## config.mk

```make
export PLATFORM = sky130hd
export DESIGN_NAME = seq_multiplier_flat
export DESIGN_NICKNAME = d
export VERILOG_FILES = /design/src/rtl/seq_multiplier_pkg.sv /design/src/rtl/seq_multiplier_if.sv /design/src/rtl/seq_multiplier_cla.sv /design/src/rtl/seq_multiplier_step_add.sv /design/src/rtl/seq_multiplier.sv /design/src/flat_wrapper.sv
export SDC_FILE = /design/constraint.sdc
export NUM_CORES = 1
export LEC_CHECK = 0
export ABC_AREA = 1
export BUFFER_PORTS_ARGS = -buffer_cell sky130_fd_sc_hd__buf_4
export CORE_ASPECT_RATIO = 0.75
export CORE_MARGIN = 8
export CORE_UTILIZATION = 45
export CTS_BUF_LIST = sky130_fd_sc_hd__clkbuf_16
export DETAILED_ROUTE_END_ITERATION = 12
export PLACE_DENSITY = 0.65
export SYNTH_ARGS = -nofsm -noshare
export SYNTH_HDL_FRONTEND = slang
export SYNTH_SLANG_ARGS = --single-unit
```

## constraint.sdc

```tcl
create_clock -name clock -period 10.7 [get_ports clock]
set_input_delay 0.535 -clock clock [delete_from_list [all_inputs] [get_ports clock]]
set_output_delay 0.535 -clock clock [all_outputs]
set_load 0.02 [all_outputs]
```

## src/rtl/seq_multiplier_pkg.sv

```systemverilog
// rtl/seq_multiplier_pkg.sv - shared types and sizing helpers for the iterative multiplier
// Purpose: FSM state encoding plus cycle-count / counter-width helpers used by
//          seq_multiplier and its datapath sub-blocks.
// Ports:   none (package).
package mult_pkg;

  typedef enum logic [1:0] {
    IDLE = 2'd0,
    RUN  = 2'd1,
    FIX  = 2'd2,
    DONE = 2'd3
  } state_t;

  // Number of RUN cycles that carry an addition.
  function automatic int mult_cycles(input int width, input int step);
    return width / step;
  endfunction

  // Counter must reach N itself, hence N+1 distinct values.
  function automatic int mult_cnt_width(input int n);
    return $clog2(n + 1);
  endfunction

  localparam int DEFAULT_WIDTH = 32;
  localparam int DEFAULT_STEP  = 1;
  localparam int DEFAULT_CNT_W = $clog2(mult_cycles(DEFAULT_WIDTH, DEFAULT_STEP) + 1);

endpackage

```

## src/rtl/seq_multiplier_if.sv

```systemverilog
// rtl/seq_multiplier_if.sv - request/result bundle between pipeline and multiplier
// Purpose: groups the start/ready handshake, operands and result of seq_multiplier.
// Ports (modport slave = multiplier side):
//   start, is_signed, a[WIDTH], b[WIDTH]           in  request and operands
//   busy, ready, product_lo, product_hi, overflow  out status and result
interface seq_multiplier_if #(
  parameter int WIDTH = 32
) ();

  logic             start;
  logic             is_signed;
  logic [WIDTH-1:0] a;
  logic [WIDTH-1:0] b;
  logic             busy;
  logic             ready;
  logic [WIDTH-1:0] product_lo;
  logic [WIDTH-1:0] product_hi;
  logic             overflow;

  modport master (
    output start, is_signed, a, b,
    input  busy, ready, product_lo, product_hi, overflow
  );

  modport slave (
    input  start, is_signed, a, b,
    output busy, ready, product_lo, product_hi, overflow
  );

endinterface

```

## src/rtl/seq_multiplier_cla.sv

```systemverilog
// rtl/seq_multiplier_cla.sv - carry-lookahead adder, 4-bit lookahead groups
// Purpose: W-bit sum without carry-in or carry-out; groups of four bits resolve
//          their carries in parallel, group carries chain between groups.
// Ports:   x[W], y[W] in addends; sum[W] out (modulo 2^W).
module mult_cla_adder #(
  parameter int W = 64
) (
  input  logic [W-1:0] x,
  input  logic [W-1:0] y,
  output logic [W-1:0] sum
);

  localparam int NB = W / 4;

  // bc[k] is the carry into group k.
  logic [NB-1:0] bc;

  assign bc[0] = 1'b0;

  for (genvar k = 0; k < NB; k++) begin : g_blk
    logic [3:0] xs;
    logic [3:0] ys;
    logic [3:0] pb;
    logic [2:0] gb;
    logic [3:0] cb;

    assign xs = x[4*k +: 4];
    assign ys = y[4*k +: 4];
    assign pb = xs ^ ys;
    assign gb = xs[2:0] & ys[2:0];

    assign cb[0] = bc[k];
    assign cb[1] = gb[0] | (pb[0] & cb[0]);
    assign cb[2] = gb[1] | (pb[1] & gb[0]) | (pb[1] & pb[0] & cb[0]);
    assign cb[3] = gb[2] | (pb[2] & gb[1]) | (pb[2] & pb[1] & gb[0])
                 | (pb[2] & pb[1] & pb[0] & cb[0]);

    assign sum[4*k +: 4] = pb ^ cb;

    if (k < NB - 1) begin : g_carry
      assign bc[k+1] = (xs[3] & ys[3]) | (pb[3] & cb[3]);
    end
  end

endmodule

```

## src/rtl/seq_multiplier_step_add.sv

```systemverilog
// rtl/seq_multiplier_step_add.sv - one partial-product step of the iterative multiplier
// Purpose: forms multiplicand x STEP-bit multiplier slice, places it at bit
//          position cnt*STEP and adds it to the accumulator.
// Ports:   mcand[WIDTH], slice[STEP], cnt[CNT_W], acc[2*WIDTH] in;
//          sum[2*WIDTH] out.
module mult_step_add
  import mult_pkg::*;
#(
  parameter int WIDTH = 32,
  parameter int STEP  = 1,
  parameter int CNT_W = DEFAULT_CNT_W
) (
  input  logic [WIDTH-1:0]   mcand,
  input  logic [STEP-1:0]    slice,
  input  logic [CNT_W-1:0]   cnt,
  input  logic [2*WIDTH-1:0] acc,
  output logic [2*WIDTH-1:0] sum
);

  logic [WIDTH+STEP-1:0] partial;
  logic [2*WIDTH-1:0]    addend;

  // STEP is at most 4, so a short shift-and-add chain is cheap here.
  always_comb begin
    partial = '0;
    for (int i = 0; i < STEP; i++) begin
      if (slice[i]) begin
        partial = partial + ({{STEP{1'b0}}, mcand} << i);
      end
    end
  end

  assign addend = {{(WIDTH-STEP){1'b0}}, partial} << (int'(cnt) * STEP);

  mult_cla_adder #(
    .W(2*WIDTH)
  ) u_cla (
    .x  (acc),
    .y  (addend),
    .sum(sum)
  );

endmodule

```

## src/rtl/seq_multiplier.sv

```systemverilog
// rtl/seq_multiplier.sv - iterative signed/unsigned WIDTHxWIDTH multiplier
// Purpose: retires STEP multiplier bits per cycle on operand magnitudes, then
//          applies the sign and registers the double-width product and overflow.
// Ports:   clock, reset (sync, active high);
//          bus (seq_multiplier_if.slave): start, is_signed, a, b in;
//          busy, ready, product_lo, product_hi, overflow out.
// Option:  SEQ_MULT_EARLY_EXIT_EN - a zero operand skips straight to DONE.
module seq_multiplier
  import mult_pkg::*;
#(
  parameter int WIDTH = 32,
  parameter int STEP  = 1
) (
  input  logic              clock,
  input  logic              reset,
  seq_multiplier_if.slave   bus
);

  localparam int N     = mult_cycles(WIDTH, STEP);
  localparam int CNT_W = mult_cnt_width(N);

  state_t state, state_next;

  logic [WIDTH-1:0]   mcand;
  logic [WIDTH-1:0]   mplier;
  logic [2*WIDTH-1:0] acc;
  logic [2*WIDTH-1:0] acc_sum;
  logic [2*WIDTH-1:0] result;
  logic [CNT_W-1:0]   cnt;
  logic               negate;
  logic               signed_mode;
  logic [WIDTH-1:0]   prod_lo_q;
  logic [WIDTH-1:0]   prod_hi_q;
  logic               ovf_q;
  logic               ovf_calc;
  logic               busy_o;
  logic               ready_o;
  logic               accept;
  logic               run_last;
  logic               zero_exit;

  // DONE doubles as an accepting state so results can issue back to back.
  assign accept   = ((state == IDLE) || (state == DONE)) && bus.start;
  // The cycle with cnt == N adds nothing; it is the hand-off into FIX.
  assign run_last = (state == RUN) && (cnt == CNT_W'(N));

`ifdef SEQ_MULT_EARLY_EXIT_EN
  // Operands are checked on the first RUN cycle, once they are latched.
  assign zero_exit = (state == RUN) && (cnt == '0)
                   && ((mcand == '0) || (mplier == '0));
`else
  assign zero_exit = 1'b0;
`endif

  always_ff @(posedge clock) begin
    if (reset) begin
      state <= IDLE;
    end else begin
      state <= state_next;
    end
  end

  always_comb begin
    state_next = state;
    busy_o     = 1'b0;
    ready_o    = 1'b0;
    case (state)
      IDLE: begin
        if (bus.start) state_next = RUN;
      end
      RUN: begin
        busy_o = 1'b1;
        if (zero_exit)     state_next = DONE;
        else if (run_last) state_next = FIX;
      end
      FIX: begin
        busy_o     = 1'b1;
        state_next = DONE;
      end
      DONE: begin
        ready_o    = 1'b1;
        state_next = bus.start ? RUN : IDLE;
      end
      default: state_next = IDLE;
    endcase
  end

  mult_step_add #(
    .WIDTH(WIDTH),
    .STEP (STEP),
    .CNT_W(CNT_W)
  ) u_step_add (
    .mcand(mcand),
    .slice(mplier[STEP-1:0]),
    .cnt  (cnt),
    .acc  (acc),
    .sum  (acc_sum)
  );

  // The magnitude product is at most 2^(2W-2), so negation never wraps.
  assign result   = negate ? -acc : acc;
  assign ovf_calc = signed_mode
                  ? (result[2*WIDTH-1:WIDTH] != {WIDTH{result[WIDTH-1]}})
                  : (result[2*WIDTH-1:WIDTH] != '0);

  always_ff @(posedge clock) begin
    if (reset) begin
      mcand       <= '0;
      mplier      <= '0;
      acc         <= '0;
      cnt         <= '0;
      negate      <= 1'b0;
      signed_mode <= 1'b0;
      prod_lo_q   <= '0;
      prod_hi_q   <= '0;
      ovf_q       <= 1'b0;
    end else begin
      if (accept) begin
        signed_mode <= bus.is_signed;
        negate      <= bus.is_signed & (bus.a[WIDTH-1] ^ bus.b[WIDTH-1]);
        // -(2^(W-1)) reads back as 2^(W-1) unsigned, which is the magnitude.
        mcand       <= (bus.is_signed && bus.a[WIDTH-1]) ? -bus.a : bus.a;
        mplier      <= (bus.is_signed && bus.b[WIDTH-1]) ? -bus.b : bus.b;
        acc         <= '0;
        cnt         <= '0;
      end else if ((state == RUN) && !run_last) begin
        acc    <= acc_sum;
        mplier <= mplier >> STEP;
        cnt    <= cnt + CNT_W'(1);
      end

      if (state == FIX) begin
        prod_lo_q <= result[WIDTH-1:0];
        prod_hi_q <= result[2*WIDTH-1:WIDTH];
        ovf_q     <= ovf_calc;
      end else if (zero_exit) begin
        prod_lo_q <= '0;
        prod_hi_q <= '0;
        ovf_q     <= 1'b0;
      end
    end
  end

  assign bus.busy       = busy_o;
  assign bus.ready      = ready_o;
  assign bus.product_lo = prod_lo_q;
  assign bus.product_hi = prod_hi_q;
  assign bus.overflow   = ovf_q;

endmodule

```

## src/flat_wrapper.sv

```systemverilog
// flat-port wrapper written by rule: the top's interface ports become plain ports
module seq_multiplier_flat import mult_pkg::*;
#(
  parameter int WIDTH = 32,
  parameter int STEP  = 1
)
  (clock, reset, bus_start, bus_is_signed, bus_a, bus_b, bus_busy, bus_ready, bus_product_lo, bus_product_hi, bus_overflow);
  seq_multiplier_if #(.WIDTH(WIDTH)) bus_i ();
  input  logic clock;
  input  logic reset;
  input wire logic [$bits(bus_i.start)-1:0] bus_start;
  input wire logic [$bits(bus_i.is_signed)-1:0] bus_is_signed;
  input wire logic [$bits(bus_i.a)-1:0] bus_a;
  input wire logic [$bits(bus_i.b)-1:0] bus_b;
  output wire logic [$bits(bus_i.busy)-1:0] bus_busy;
  output wire logic [$bits(bus_i.ready)-1:0] bus_ready;
  output wire logic [$bits(bus_i.product_lo)-1:0] bus_product_lo;
  output wire logic [$bits(bus_i.product_hi)-1:0] bus_product_hi;
  output wire logic [$bits(bus_i.overflow)-1:0] bus_overflow;
  assign bus_i.start = bus_start;
  assign bus_i.is_signed = bus_is_signed;
  assign bus_i.a = bus_a;
  assign bus_i.b = bus_b;
  assign bus_busy = bus_i.busy;
  assign bus_ready = bus_i.ready;
  assign bus_product_lo = bus_i.product_lo;
  assign bus_product_hi = bus_i.product_hi;
  assign bus_overflow = bus_i.overflow;
  seq_multiplier #(.WIDTH(WIDTH), .STEP(STEP)) u_core (.clock(clock), .reset(reset), .bus(bus_i));
endmodule
```

# Yosys cells after proc, flatten, opt, wreduce, memory -nomap -nowiden
# Cells that the tools add are included.
[word_totals]
wordCells = 375
input_bits = 68
ff_bits = 203
output_inout_bits = 67
[op_classes]
reduce_logical = 13
muxes = 13
bitwise_logic = 327
n_eq_ne = 7
shift = 1
addsub = 4
[ops]
columns = ["cell", "count"]
rows = [
  ["1-bit bitwise AND", 170],
  ["32-bit two-way mux", 5],
  ["4-bit bitwise XOR", 32],
  ["1-bit bitwise OR", 108],
  ["64-bit two-way mux", 1],
  ["32-bit negator", 2],
  ["64-bit negator", 1],
  ["33-bit by 6-bit << shifter with 64-bit output", 1],
  ["3-bit bitwise AND", 16],
  ["32-bit inequality test", 1],
  ["32-bit nonzero test", 1],
  ["2-bit one-hot mux with 4 select lines", 1],
  ["6-bit by 1-bit adder with 6-bit output (second input constant)", 1],
  ["6-bit == test (second input constant)", 1],
  ["1-bit logical AND", 5],
  ["2-bit == test (second input constant)", 2],
  ["1-bit two-way mux", 4],
  ["2-bit two-way mux", 2],
  ["2-bit OR reduction", 2],
  ["2-bit by 1-bit == test with 1-bit output (second input constant)", 1],
  ["2-bit logical NOT", 1],
  ["2-bit by 1-bit inequality test with 1-bit output (second input constant)", 1],
  ["2-bit inequality test (second input constant)", 1],
  ["2-bit AND reduction", 1],
  ["4 further kinds", 4],
]

# Longest topological paths before layout
# Gate-level depths: netlist of the first run.
[logic_depth]
word_depth = 67
depth_mapped = 73
depth_no_buf = 70

# By module
# Synthesis of the first run repeated with hierarchy kept, for this count alone.
[hier_totals]
hier_cells = 2627
area_unflattened_um2 = 16235.6
[modules_own_cells]
columns = ["mod", "instances", "area_each_um2", "seq_area_each_um2", "cells_each"]
rows = [
  ["seq_multiplier", 1, 11454.7, 4063.9, 1752],
  ["mult_step_add", 1, 2716.4, 0.0, 611],
  ["mult_cla_adder", 1, 2064.5, 0.0, 264],
]

# Worst setup path after synthesis of the first run
# No wires, ideal clock.
[synth_path]
path_kind = "register to register"
from = "register u_core.cnt[0]"
to = "register u_core.acc[63]"
period_less_slack_ns = 11.430
n_path_buf = 3
path_slack_ns = -0.730
required_time_ns = 10.587
t_arrival_ns = 11.317
path_stages_with_launch = 73
setup_ns = 0.113
cell_sequence = "dfxtp_1 buf_6 inv_4 buf_6 buf_6 nor2_1 a31oi_1 nand2_1 o21ai_0 nor2_1 inv_1 nor2_1 ha_1 a21oi_1 nand2_1 fa_1 nand3_1 nand2_1 [37 not listed] a21oi_1 fa_1 o21ai_0 a21oi_1 fa_1 o21ai_0 a21oi_1 fa_1 o21ai_0 a21oi_1 fa_1 o21ai_0 a21oi_1 inv_1 nand2_1 nand3_1 nor2_1 nor2_1"
[synth_via]
elab_chain_len = 66
word_cells_on_any_way = 208
cone_classes = "1 x eq/ne; 1 x shift; 203 x bitwise; 3 x reduce/logical"
[synth_rtl]
columns = ["element", "line", "source"]
rows = [
  ["start: declaration", "seq_multiplier.sv:29", "logic [CNT_W-1:0] cnt;"],
  ["start signal: assignment", "seq_multiplier.sv:129", "cnt <= cnt + CNT_W'(1);"],
  ["33-bit by 6-bit << shifter with 64-bit output", "seq_multiplier_step_add.sv:33", "assign addend = {{(WIDTH-STEP){1'b0}}, partial} << (int'(cnt) * STEP);"],
  ["4-bit bitwise XOR / 3-bit bitwise AND (equally long branches)", "seq_multiplier_cla.sv:29, seq_multiplier_cla.sv:30", ""],
  ["1-bit bitwise AND", "seq_multiplier_cla.sv:35", "assign cb[3] = gb[2] | (pb[2] & gb[1]) | (pb[2] & pb[1] & gb[0])"],
  ["1-bit bitwise OR / 1-bit bitwise AND (equally long branches)", "seq_multiplier_cla.sv:35", ""],
  ["1-bit bitwise OR", "seq_multiplier_cla.sv:35", ""],
  ["1-bit bitwise AND", "seq_multiplier_cla.sv:41", "assign bc[k+1] = (xs[3] & ys[3]) | (pb[3] & cb[3]);"],
  ["1-bit bitwise OR", "seq_multiplier_cla.sv:41", ""],
  ["1-bit bitwise AND", "seq_multiplier_cla.sv:36", "| (pb[2] & pb[1] & pb[0] & cb[0]);"],
  ["[50 not listed]", "-", ""],
  ["1-bit bitwise OR", "seq_multiplier_cla.sv:41", ""],
  ["1-bit bitwise AND", "seq_multiplier_cla.sv:36", ""],
  ["1-bit bitwise OR", "seq_multiplier_cla.sv:36", ""],
  ["1-bit bitwise AND", "seq_multiplier_cla.sv:41", ""],
  ["1-bit bitwise OR", "seq_multiplier_cla.sv:41", ""],
  ["1-bit bitwise AND", "seq_multiplier_cla.sv:36", ""],
  ["1-bit bitwise OR", "seq_multiplier_cla.sv:36", ""],
  ["4-bit bitwise XOR", "seq_multiplier_cla.sv:38", "assign sum[4*k +: 4] = pb ^ cb;"],
  ["end signal: assignment", "seq_multiplier.sv:127", "acc <= acc_sum;"],
  ["end: declaration", "seq_multiplier.sv:26", "logic [2*WIDTH-1:0] acc;"],
]
# Parallel ways exist; a longest one is shown, timed or not.
# A chain may end at the register's enable or synchronous reset.

# Worst setup path in the final report of the first run
[layout_path]
from = "register u_core.mplier[0]"
to = "register u_core.acc[61]"
[layout_via]
elab_chain_len = 67
word_cells_on_any_way = 199
cone_classes = "1 x shift; 1 x mux; 197 x bitwise"
[layout_rtl]
columns = ["element", "line", "source"]
rows = [
  ["start: declaration", "seq_multiplier.sv:25", "logic [WIDTH-1:0] mplier;"],
  ["start signal: assignment", "seq_multiplier.sv:123", "mplier <= (bus.is_signed && bus.b[WIDTH-1]) ? -bus.b : bus.b;"],
  ["start signal: assignment", "seq_multiplier.sv:128", "mplier <= mplier >> STEP;"],
  ["32-bit two-way mux (*)", "seq_multiplier_step_add.sv:27", "if (slice[i]) begin"],
  ["33-bit by 6-bit << shifter with 64-bit output (*)", "seq_multiplier_step_add.sv:33", ""],
  ["4-bit bitwise XOR / 3-bit bitwise AND (equally long branches)", "seq_multiplier_cla.sv:29, seq_multiplier_cla.sv:30", ""],
  ["1-bit bitwise AND", "seq_multiplier_cla.sv:35", ""],
  ["1-bit bitwise OR / 1-bit bitwise AND (equally long branches)", "seq_multiplier_cla.sv:35", ""],
  ["1-bit bitwise OR", "seq_multiplier_cla.sv:35", ""],
  ["1-bit bitwise AND", "seq_multiplier_cla.sv:41", ""],
  ["1-bit bitwise OR", "seq_multiplier_cla.sv:41", ""],
  ["[51 not listed]", "-", ""],
  ["1-bit bitwise OR", "seq_multiplier_cla.sv:41", ""],
  ["1-bit bitwise AND", "seq_multiplier_cla.sv:36", ""],
  ["1-bit bitwise OR", "seq_multiplier_cla.sv:36", ""],
  ["1-bit bitwise AND", "seq_multiplier_cla.sv:41", ""],
  ["1-bit bitwise OR", "seq_multiplier_cla.sv:41", ""],
  ["1-bit bitwise AND", "seq_multiplier_cla.sv:33", "assign cb[1] = gb[0] | (pb[0] & cb[0]);"],
  ["1-bit bitwise OR", "seq_multiplier_cla.sv:33", ""],
  ["4-bit bitwise XOR (*)", "seq_multiplier_cla.sv:38", ""],
]
# Every way passes the cells marked *; elsewhere a longest branch is shown, timed or not.

==> impl_metrics.json, run 1 <==
{
  "drcViolationCount": 0,
  "area_growth_pct": 17.4,
  "cp_slowest_stage_delay_ns": 0.38,
  "crit_path_max_fanout": 5,
  "dpl.hpwl_mm": 42.2,
  "wl_per_cell_um": 17.9,
  "gp_routability_congestion": 0.961,
  "syn_nets": 2616,
  "vias": 16600,
  "worst_pin_slew_ns": 1.21,
  "first_pass_iters": 8,
  "drv_cap": 0,
  "ant_nets": 0,
  "grt_max_degree": 112,
  "ff2ff_path_depth": 67,
  "synth_edf_count": 0,
  "diodes": 0,
  "numCtsBuffers": 24,
  "worst_setup_path_start_kind": "flop",
  "yosysSeqAreaShare_pct": 25.8,
  "rsz0062_at_grt": "true",
  "coreArea_sq_mm": 0.0346,
  "crit_path_start": "u_core.mplier[0]$_SDFFE_PP0P_",
  "met1_usage_pct": 37.2,
  "max_clock_freq_ghz": 0.0940,
  "met3_usage_pct": 5.34,
  "drive_above_1_share_pct": 15.8,
  "min_to": "u_core.mcand[20]$_SDFFE_PP0P_",
  "p_int_w": 0.00228,
  "netlist_area_sq_mm": 0.0158,
  "htree_levels": 1,
  "cts_tree": "yes",
  "root_buffer": "clkbuf_16",
  "via_per_inst": 5.44,
  "synth_flop_cell": "dfxtp_1",
  "die_h_um": 178,
  "hold_buffers": 0,
  "finalCritPeriodShare_pct": 99.4,
  "setup_tns_ns": 0,
  "start_util_pct": 45.5,
  "clock-sinks": 203,
  "hp-start": "bus_a[20]",
  "die_x_um": 232,
  "final_nets": 2733,
  "slew_headroom_pct": 19.4,
  "final_cells": 3050,
  "clkTransAtPathRegs_ns": 0.06,
  "power.leakage_nw": 8.45,
  "run_status": "complete, no violations",
  "skew_ns": 0.0170,
  "grt.met2_usage_pct": 39.3,
  "finalSetupViolCount": 0,
  "comb_power_share_pct": 54.7,
  "io_pins": 135,
  "die-area_sq_mm": 0.0413,
  "cp_common_cell": "fa_2",
  "r2r-end": "u_core.acc[61]$_SDFFE_PP0P_",
  "r2r_start": "u_core.mplier[0]$_SDFFE_PP0P_",
  "final_util_pct": 53.4,
  "critPathTopFamily": "adder cells",
  "grt_pass1_vias": 15600,
  "async_reset_ff_share_pct": 0,
  "hold_path.class": "in2reg",
  "slowest_stage": "dfxtp_4",
  "swShare_pct": 50.0,
  "worstSkewPairLatency_ns": 0.55,
  "dp.cells": 2988,
  "p_clk_share_pct": 18.9,
  "required_ns": 11.18,
  "first_iter_violations": 1705,
  "crit_arrival_ns": 11.12,
  "slew_viol_final": 0,
  "overflow": 0,
  "critPathKind": "reg2reg",
  "syn_inst": 2459,
  "grt_usage_pct": 25.8,
  "avgSynthCellArea_sq_um": 6.41,
  "hold_path_depth": 3,
  "yosys_warnings": 0,
  "peakVddDrop_mv": 0.196,
  "final_hold_viol_count": 0,
  "busiest_layer": "met2",
  "end_kind": "flop",
  "row_count": 59,
  "routed_wl_mm": 54.5,
  "ff2ff_setup_slack_ns": 0.06,
  "synth-seq-cells": 203,
  "grt_pass1_wl_mm": 86.1,
  "antenna_found_initial": 0,
  "pwr_density_cell_mw_per_mm2": 246,
  "cp_num_buf_inv": 2,
  "switchingPower_w": 0.00228,
  "ys_types": 56,
  "port_buffers": 134,
  "cts.path.max_buffers": 3,
  "seqPwrFrac_pct": 26.4,
  "period_minus_slack_ns": 10.64
}
-- state kept, by name (all words and copies together), names as in the netlist --
name and flops:
u_core.bus.overflow 1, u_core.state 2, u_core.bus.product_hi 32, u_core.acc 64, u_core.mcand 32, u_core.mplier 32, u_core.signed_mode 1, u_core.negate 1
u_core.bus.product_lo 32, u_core.cnt 6
-- metrics by stage --
stage | hold WS, ns | total power, W | setup WS [ns] | area [sq um]
3_5_place_dp | 0.440 | 0.00363 | -0.412 | 17400
4_1_cts | 0.239 | 0.00451 | 0.0184 | 18300
2_1_floorplan | 0.422 | 0.00286 | -0.169 | 15900
6_report | 0.271 | 0.00456 | 0.0630 | 18500
5_1_grt | 0.275 | 0.00492 | -0.662 | 18500
3_3_place_gp | 0.440 | 0.00360 | -0.129 | 17400
-- synthesized netlist by cell type (4+ instances only) --
library cell / instances / area [sq um]
o21ai_1: 46 / 230
nand2_1: 582 / 2180
a31oi_1: 9 / 56.3
fa_1: 31 / 621
o21ai_0: 301 / 1510
xor2_1: 53 / 464
a21oi_1: 157 / 786
dfxtp_1: 203 / 4060
buf_4: 7 / 52.6
nor3_1: 12 / 60.1
buf_1: 17 / 63.8
nand3_1: 104 / 521
o211ai_1: 16 / 120
a21o_1: 7 / 52.6
nor2_1: 353 / 1330
nand2_2: 11 / 68.8
nand2_4: 5 / 56.3
nor2_2: 14 / 87.6
or2_2: 7 / 43.8
clkbuf_1: 82 / 308
a211oi_1: 8 / 60.1
xnor2_1: 48 / 420
inv_2: 6 / 22.5
buf_6: 7 / 78.8
nor4_1: 6 / 37.5
nor3_2: 6 / 60.1
o221ai_1: 6 / 52.6
buf_2: 14 / 70.1
a32o_1: 6 / 60.1
inv_1: 180 / 676
mux2i_1: 12 / 120
ha_1: 58 / 726
o22ai_1: 15 / 93.8
o21ai_2: 12 / 105
nand4_1: 16 / 100
a22oi_1: 6 / 45.0
nor2_4: 4 / 45.0
-- worst max path at each step --
stage | endpoint | slack (ns) | depth (start not counted)
CTS | u_core.acc[60]$_SDFFE_PP0P_ | 0.02 | 65
finish | u_core.acc[61]$_SDFFE_PP0P_ | 0.06 | 67
detailed placement | u_core.acc[63]$_SDFFE_PP0P_ | -0.41 | 70
global route | u_core.acc[63]$_SDFFE_PP0P_ | -0.66 | 69
global placement | u_core.acc[63]$_SDFFE_PP0P_ | -0.13 | 70
floorplan | u_core.acc[63]$_SDFFE_PP0P_ | -0.17 | 72
-- cell usage in the layout, fill, tap and decap left out, drive strengths merged, types with 8 or more instances in the layout --
master,n
xor2,53
a211oi,8
dfxtp,203
nand2,598
nor3,18
nand4,17
a21oi,160
or2,9
buf,219
a31oi,9
o211ai,16
fa,31
nor2,372
mux2i,12
o21ai,362
xnor2,48
nand3,107
o22ai,16
clkinv,9
ha,58
clkbuf,24
inv,191
-- kinds of logic after synthesis --
kind of cell    Yosys count  synth area share, %
compound gates          603                 21.0
xor+xnor                101                 5.62
fa+ha+maj                89                 8.55
buf+inv                 317                 8.30
flops                   203                 25.8
mux                      12                0.763
simple gates           1134                 29.9
-- worst reg2reg max path: cells and delay by family, from the launching register on --
family	cells	cell delay (ns)
adders and majority gates	17	5.04
AOI/OAI and AO/OA	25	3.48
and+or+nand+nor	22	1.41
DFF	1	0.38
buffers and inverters	2	0.16
xor gates and xnor gates	1	0.12
-- power by group through the flow --
stage	clock network [W]	logic (W)	registers, W
final	0.000860	0.00249	0.00120
after floorplan	0	0.00162	0.00124
after global placement	0	0.00239	0.00121
after global routing	0.000904	0.00279	0.00123
after CTS	0.000880	0.00243	0.00120
after detailed placement	0	0.00242	0.00121
-- what timing repair did --
item	in CTS	in global routing
buffers inserted	5	14
pin swaps	14	34
setup endpoints to repair	5	8
gates cloned	0	0
resized for setup	5	35
-- metal layers --
metal / vias up / routed length (um)
met3: 70 / 4470
met2: 553 / 23100
met1: 7641 / 25800
li1: 8320 / -
met4: 0 / 1120
met5: - / 0
-- cell type report --
type	instances	area (sq um)
Multi-Input combinational cell	1939	10700
Inverter	189	717
Tap cell	457	572
Sequential cell	203	4070
Fill cell	3489	16100
Clock inverter	19	214
Timing Repair Buffer	219	1660
Clock buffer	24	601
Note: power is estimated with default switching activity, not from simulation.
==> inputs of run 2 (changes only) <==
- ABC_AREA: 1 -> 0
- PLACE_DENSITY: 0.65 -> 0.66
==> run 2 against run 1 <==
Setup slack worse by 2.8 ns. Clock skew is 0.0034 ns lower. Combinational power is 11% lower. Critical endpoint is now u_core.acc[54]$_SDFFE_PP0P_. Sequential share of layout area is 0.19 points higher. Via count is 10% lower. Global-route usage is 1.1 points lower. Power is 9.1% lower. First-iteration DRC count stayed put. Synthesized cell count is 23% lower. The run now ends with negative setup slack left. Die area is 5.2% lower. Register-to-register slack worse by 2.8 ns.
==> impl_metrics.json, run 2 <==
{
  "run_status": "finished with violations",
  "violations": "negative setup slack",
  "ant_nets": 0,
  "worst_setup_path_start_kind": "flop",
  "power.leakage_nw": 7.59,
  "start_util_pct": 45.8,
  "ff2ff_setup_slack_ns": -2.78,
  "antenna_found_initial": 0,
  "vias": 14900,
  "fin_ws_ns": -2.78,
  "die_h_um": 173,
  "clock-sinks": 203,
  "cts_tree": "yes",
  "r2r-end": "u_core.acc[54]$_SDFFE_PP0P_",
  "via_per_inst": 5.83,
  "total_power_w": 0.00414,
  "avgSynthCellArea_sq_um": 7.88,
  "crit_path_max_fanout": 3,
  "slew_headroom_pct": 33.6,
  "syn_inst": 1888,
  "grt_max_degree": 84,
  "gp_routability_congestion": 0.973,
  "finalCritPeriodShare_pct": 126,
  "drive_above_1_share_pct": 21.5,
  "port_buffers": 134,
  "worstSkewPairLatency_ns": 0.54,
  "numCtsBuffers": 23,
  "rsz0062_at_grt": "true",
  "routed_wl_mm": 49.6,
  "diodes": 0,
  "area_growth_pct": 23.2,
  "cp_common_cell": "a21o_1",
  "final_cells": 2563,
  "synth_edf_count": 0,
  "wl_per_cell_um": 19.3,
  "r2r_start": "u_core.cnt[0]$_SDFFE_PP0P_",
  "max_clock_freq_ghz": 0.0742,
  "drcViolationCount": 0,
  "hold_buffers": 0,
  "first_iter_violations": 1705,
  "crit_path_start": "u_core.cnt[0]$_SDFFE_PP0P_",
  "yosys_warnings": 0,
  "final_util_pct": 56.4,
  "end_kind": "flop",
  "required_ns": 11.16,
  "die-area_sq_mm": 0.0392,
  "peakVddDrop_mv": 0.131,
  "final_hold_viol_count": 0,
  "ys_types": 63,
  "syn_nets": 2045,
  "first_pass_iters": 8,
  "cts.path.max_buffers": 3,
  "synth-seq-cells": 203,
  "netlist_area_sq_mm": 0.0149,
  "crit_arrival_ns": 13.94,
  "slowest_stage": "fa_2",
  "final_common_cell": "buf_4",
  "ff2ff_path_depth": 81,
  "async_reset_ff_share_pct": 0,
  "synth_flop_cell": "dfxtp_1",
  "htree_levels": 1,
  "skew_ns": 0.0136,
  "grt_pass1_wl_mm": 79.2,
  "regMostFlops": "u_core.acc",
  "die_x_um": 226,
  "period_minus_slack_ns": 13.48,
  "netlist.top_cell.by_area": "dfxtp_1",
  "row_count": 57,
  "hold_path.class": "in2reg",
  "grt_usage_pct": 24.7,
  "finalSetupViolCount": 20,
  "critPathKind": "reg2reg",
  "grt_pass1_vias": 14000,
  "overflow": 0,
  "cp_num_buf_inv": 15,
  "pwr_density_cell_mw_per_mm2": 226,
  "critPathTopFamily": "compound AO/OA/AOI/OAI gates",
  "drv_cap": 0,
  "synth_most_common_cell": "nand2_1",
  "clkTransAtPathRegs_ns": 0.06,
  "largest_register_ff_count": 64,
  "io_pins": 135,
  "setup_tns_ns": -29.63,
  "netlist.area_leader.share_pct": 27.3,
  "dpl.hpwl_mm": 36.8,
  "slew_viol_final": 0,
  "synth_common_cells": "260 x nand2_1, 222 x nor2_1, 203 x dfxtp_1",
  "path_depth": 81,
  "critPathCapture": "u_core.acc[54]$_SDFFE_PP0P_",
  "yosysSeqAreaShare_pct": 27.3,
  "coreArea_sq_mm": 0.0324,
  "synth_area_leaders": "dfxtp_1 27%, nand2_1 6.6%, nor2_1 5.6%",
  "final_cell_mix": "326 x buf_4, 258 x nand2_1, 221 x nor2_1, 201 x dfxtp_1, 99 x a211oi_1",
  "worst_pin_slew_ns": 0.983,
  "cp_slowest_stage_delay_ns": 0.37,
  "dp.cells": 2476,
  "root_buffer": "clkbuf_16",
  "final_nets": 2262
}
## run 2: changes by cell type in the layout (fill, tap and decap cells not counted), moves of 55 or more
| cell | before | now |
|---|---|---|
| a211oi_1 | 8 | 99 |
| buf_4 | 216 | 326 |
| inv_1 | 182 | 48 |
| nand2_1 | 570 | 258 |
| nand3_1 | 95 | 40 |
| nor2_1 | 344 | 221 |
| o21ai_0 | 293 | 83 |
## run 2: worst min path at each step
| stage | depth (start not counted) | slack [ns] | start | endpoint |
|---|---|---|---|---|
| floorplan | 2 | 0.45 | u_core.signed_mode$_SDFFE_PP0P_ | u_core.signed_mode$_SDFFE_PP0P_ |
| global placement | 2 | 0.46 | u_core.mplier[31]$_SDFFE_PP0P_ | u_core.mplier[31]$_SDFFE_PP0P_ |
| detailed placement | 2 | 0.47 | u_core.mplier[3]$_SDFFE_PP0P_ | u_core.mplier[2]$_SDFFE_PP0P_ |
| CTS | 3 | 0.29 | bus_is_signed | u_core.signed_mode$_SDFFE_PP0P_ |
| global route | 3 | 0.31 | bus_is_signed | u_core.signed_mode$_SDFFE_PP0P_ |
| finish | 3 | 0.31 | bus_b[26] | u_core.mplier[26]$_SDFFE_PP0P_ |
## run 2: what timing repair did
item / in CTS / in global routing
pin swaps: 28 / 14
setup endpoints to repair: 20 / 24
resized for setup: 3 / 15
setup buffers: 51 / 13
## run 2: tightest hold or removal path: cells and delay by family
family	cells	cell delay (ns)
buffers and inverters	1	0.09
AO/OA/AOI/OAI	1	0.06
XOR/XNOR	1	0.11
## run 2: kinds of logic (layout without fill, tap and decap cells)
| group | after synthesis | in the layout | share of synthesized area, % |
|---|---|---|---|
| fa+ha+maj | 89 | 89 | 9.05 |
| buf+inv | 183 | 416 | 4.66 |
| compound gates | 462 | 462 | 20.6 |
| xor+xnor | 154 | 154 | 9.12 |
| mux | 64 | 64 | 6.77 |
| simple gates | 733 | 733 | 22.5 |
| flops | 203 | 203 | 27.3 |
## run 2: per-layer routing
| metal | track usage, % | wire length (um) |
|---|---|---|
| met1 | 35.6 | 23200 |
| met2 | 36.4 | 21100 |
| met3 | 6.12 | 4180 |
| met5 | 0 | 0 |
| met4 | 5.60 | 1040 |
## run 2: where the power goes
group          internal (W)  switching, W  leakage [nW]
logic              0.000810       0.00141          5.56
clock network      0.000438      0.000342         0.370
registers          0.000971      0.000174          1.66
## run 2: area by class of cell
type	instances	area [sq um]
fill	2998	14100
multi-input combinational	1502	10300
sequential	203	4070
timing repair buffer	329	2480
clock buffer	23	576
tap	442	553
inverter	46	173
clock inverter	18	134
## run 2: stage by stage
stage / worst slack (ns) / hold slack, ns / area (sq um)
4_1_cts: -2.75 / 0.294 / 18300
3_3_place_gp: -2.72 / 0.461 / 17200
2_1_floorplan: -3.04 / 0.451 / 15000
3_5_place_dp: -2.96 / 0.470 / 17200
6_report: -2.78 / 0.307 / 18300
5_1_grt: -3.52 / 0.312 / 18300
==> inputs of run 3 (changes only) <==
- PLACE_DENSITY: 0.66 -> unset
- clock period: 10.7 -> 16.64 ns (I/O delays scaled with it)
==> run 3 against run 2 <==
The flow now finishes without violations. Routed wire length is 4.5% lower. Sequential power is 35% lower. Die area did not move. Largest power group unchanged. Clock power decreased by 41%. Sequential share of layout area up 2.1 points. Clock skew increased by 0.0027 ns. Cell area is 8.5% lower. Sequential cell count is the same.
==> impl_metrics.json, run 3 (same netlist as run 2, synthesis figures left out) <==
{
  "run_status": "complete, no violations",
  "fin_ws_ns": 1.29,
  "route.met3.wl_mm": 3.75,
  "area_growth_pct": 12.7,
  "grt_pass1_wl_mm": 75.2,
  "die_x_um": 226,
  "critPathCapture": "u_core.acc[63]$_SDFFE_PP0P_",
  "htree_levels": 1,
  "crit_path_max_fanout": 5,
  "final_common_cell": "nand2_1",
  "first_pass_iters": 6,
  "slew_viol_final": 0,
  "drcViolationCount": 0,
  "required_ns": 17.05,
  "hold_path.class": "reg2reg",
  "hold_buffers": 0,
  "cts_resized": 0,
  "wl_per_cell_um": 19.8,
  "cts_tree": "yes",
  "largest_register_ff_count": 64,
  "first_iter_violations": 1484,
  "dr_wl_met2_mm": 20.1,
  "peakVddDrop_mv": 0.0874,
  "post_cts_buffers": 0,
  "vias": 14100,
  "dr.max_layer_used": "met4",
  "crit_path_start": "u_core.mcand[1]$_SDFFE_PP0P_",
  "die_h_um": 173,
  "via_per_inst": 5.91,
  "wirelength_met1_mm": 22.7,
  "grt_usage_pct": 23.5,
  "ff2ff_setup_slack_ns": 1.29,
  "finalCritPeriodShare_pct": 92.2,
  "power.leakage_nw": 6.66,
  "regMostFlops": "u_core.acc",
  "period_minus_slack_ns": 15.35,
  "final_cell_mix": "260 x nand2_1, 221 x nor2_1, 201 x dfxtp_1, 150 x buf_4, 107 x a211oi_1",
  "clock-sinks": 203,
  "slowest_stage": "dfxtp_1",
  "root_buffer": "clkbuf_16",
  "slew_headroom_pct": 36.8,
  "drv_cap": 0,
  "final_hold_viol_count": 0,
  "rsz0062_at_grt": "false",
  "coreArea_sq_mm": 0.0324,
  "critPathKind": "reg2reg",
  "drive_above_1_share_pct": 12.1,
  "r2r_start": "u_core.mcand[1]$_SDFFE_PP0P_",
  "skew_ns": 0.0163,
  "clkTransAtPathRegs_ns": 0.06,
  "worst_setup_path_start_kind": "flop",
  "cp_common_cell": "a21o_1",
  "port_buffers": 134,
  "numCtsBuffers": 23,
  "diodes": 0,
  "gp_routability_congestion": 0.923,
  "final_nets": 2084,
  "routed_wl_mm": 47.3,
  "io_pins": 135,
  "pwr_density_cell_mw_per_mm2": 151,
  "cts.path.max_buffers": 3,
  "setup_tns_ns": 0,
  "end_kind": "flop",
  "worstSkewPairLatency_ns": 0.54,
  "row_count": 57,
  "antenna_found_initial": 1,
  "dpl.hpwl_mm": 35.6,
  "max_clock_freq_ghz": 0.0652,
  "ant_nets": 0,
  "ff2ff_path_depth": 80,
  "crit_arrival_ns": 15.76,
  "overflow": 0,
  "grt_max_degree": 90,
  "r2r-end": "u_core.acc[63]$_SDFFE_PP0P_",
  "cp_slowest_stage_delay_ns": 0.41,
  "pre_cts_slack_ns": 1.20,
  "finalSetupViolCount": 0,
  "grt_pass1_vias": 12900,
  "die-area_sq_mm": 0.0392,
  "start_util_pct": 45.8,
  "worst_pin_slew_ns": 0.936
}
run 3: metal layers:
| layer | track usage [%] | vias up |
|---|---|---|
| met5 | 0 | - |
| met4 | 4.06 | 0 |
| met3 | 4.77 | 48 |
| met2 | 34.2 | 432 |
| met1 | 35.3 | 6757 |
| li1 | - | 6856 |
run 3: worst max-delay path, delay by kind of cell (launching register included):
family	cells	cell delay, ns
flip-flops	1	0.41
buffers and inverters	2	0.15
AO/OA/AOI/OAI	40	7.29
XOR/XNOR	1	0.17
AND/OR/NAND/NOR	20	2.05
multiplexers	1	0.19
adder cells (fa/ha/maj)	16	5.02
run 3: area by class of cell:
cell class	instances	area (sq um)
clock buffers	23	576
clock inverters	18	81.3
fillers	3220	15700
inverters	46	173
multi-input cells	1502	10200
flip-flops and latches	203	4070
well taps	442	553
repair buffers	151	1140
run 3: how the worst min path moves through the flow:
stage	startpoint	endpoint	slack, ns	cells after the start
after floorplan	u_core.signed_mode$_SDFFE_PP0P_	u_core.signed_mode$_SDFFE_PP0P_	0.45	2
after global placement	u_core.mplier[28]$_SDFFE_PP0P_	u_core.mplier[27]$_SDFFE_PP0P_	0.47	2
after detailed placement	u_core.mplier[31]$_SDFFE_PP0P_	u_core.mplier[31]$_SDFFE_PP0P_	0.47	2
after CTS	u_core.mplier[31]$_SDFFE_PP0P_	u_core.mplier[31]$_SDFFE_PP0P_	0.48	2
after global routing	u_core.mplier[20]$_SDFFE_PP0P_	u_core.mplier[20]$_SDFFE_PP0P_	0.49	2
final	u_core.mplier[31]$_SDFFE_PP0P_	u_core.mplier[31]$_SDFFE_PP0P_	0.48	2
run 3: per-stage QoR:
stage	power (W)	cell area [sq um]	std cells	util (%)	hold slack [ns]
finish	0.00254	16800	2385	51.6	0.477
global placement	0.00205	16100	2344	49.6	0.466
global route	0.00271	16800	2385	51.6	0.493
detailed placement	0.00206	16100	2344	49.6	0.468
floorplan	0.00164	14900	1888	-	0.451
CTS	0.00253	16700	2385	51.6	0.477
run 3: power by group:
group,leakage (nW),internal (W),switching (W)
logic,4.66,0.000465,0.000866
registers,1.66,0.000624,0.000122
clock network,0.346,0.000250,0.000209
total,6.66,0.00134,0.00120
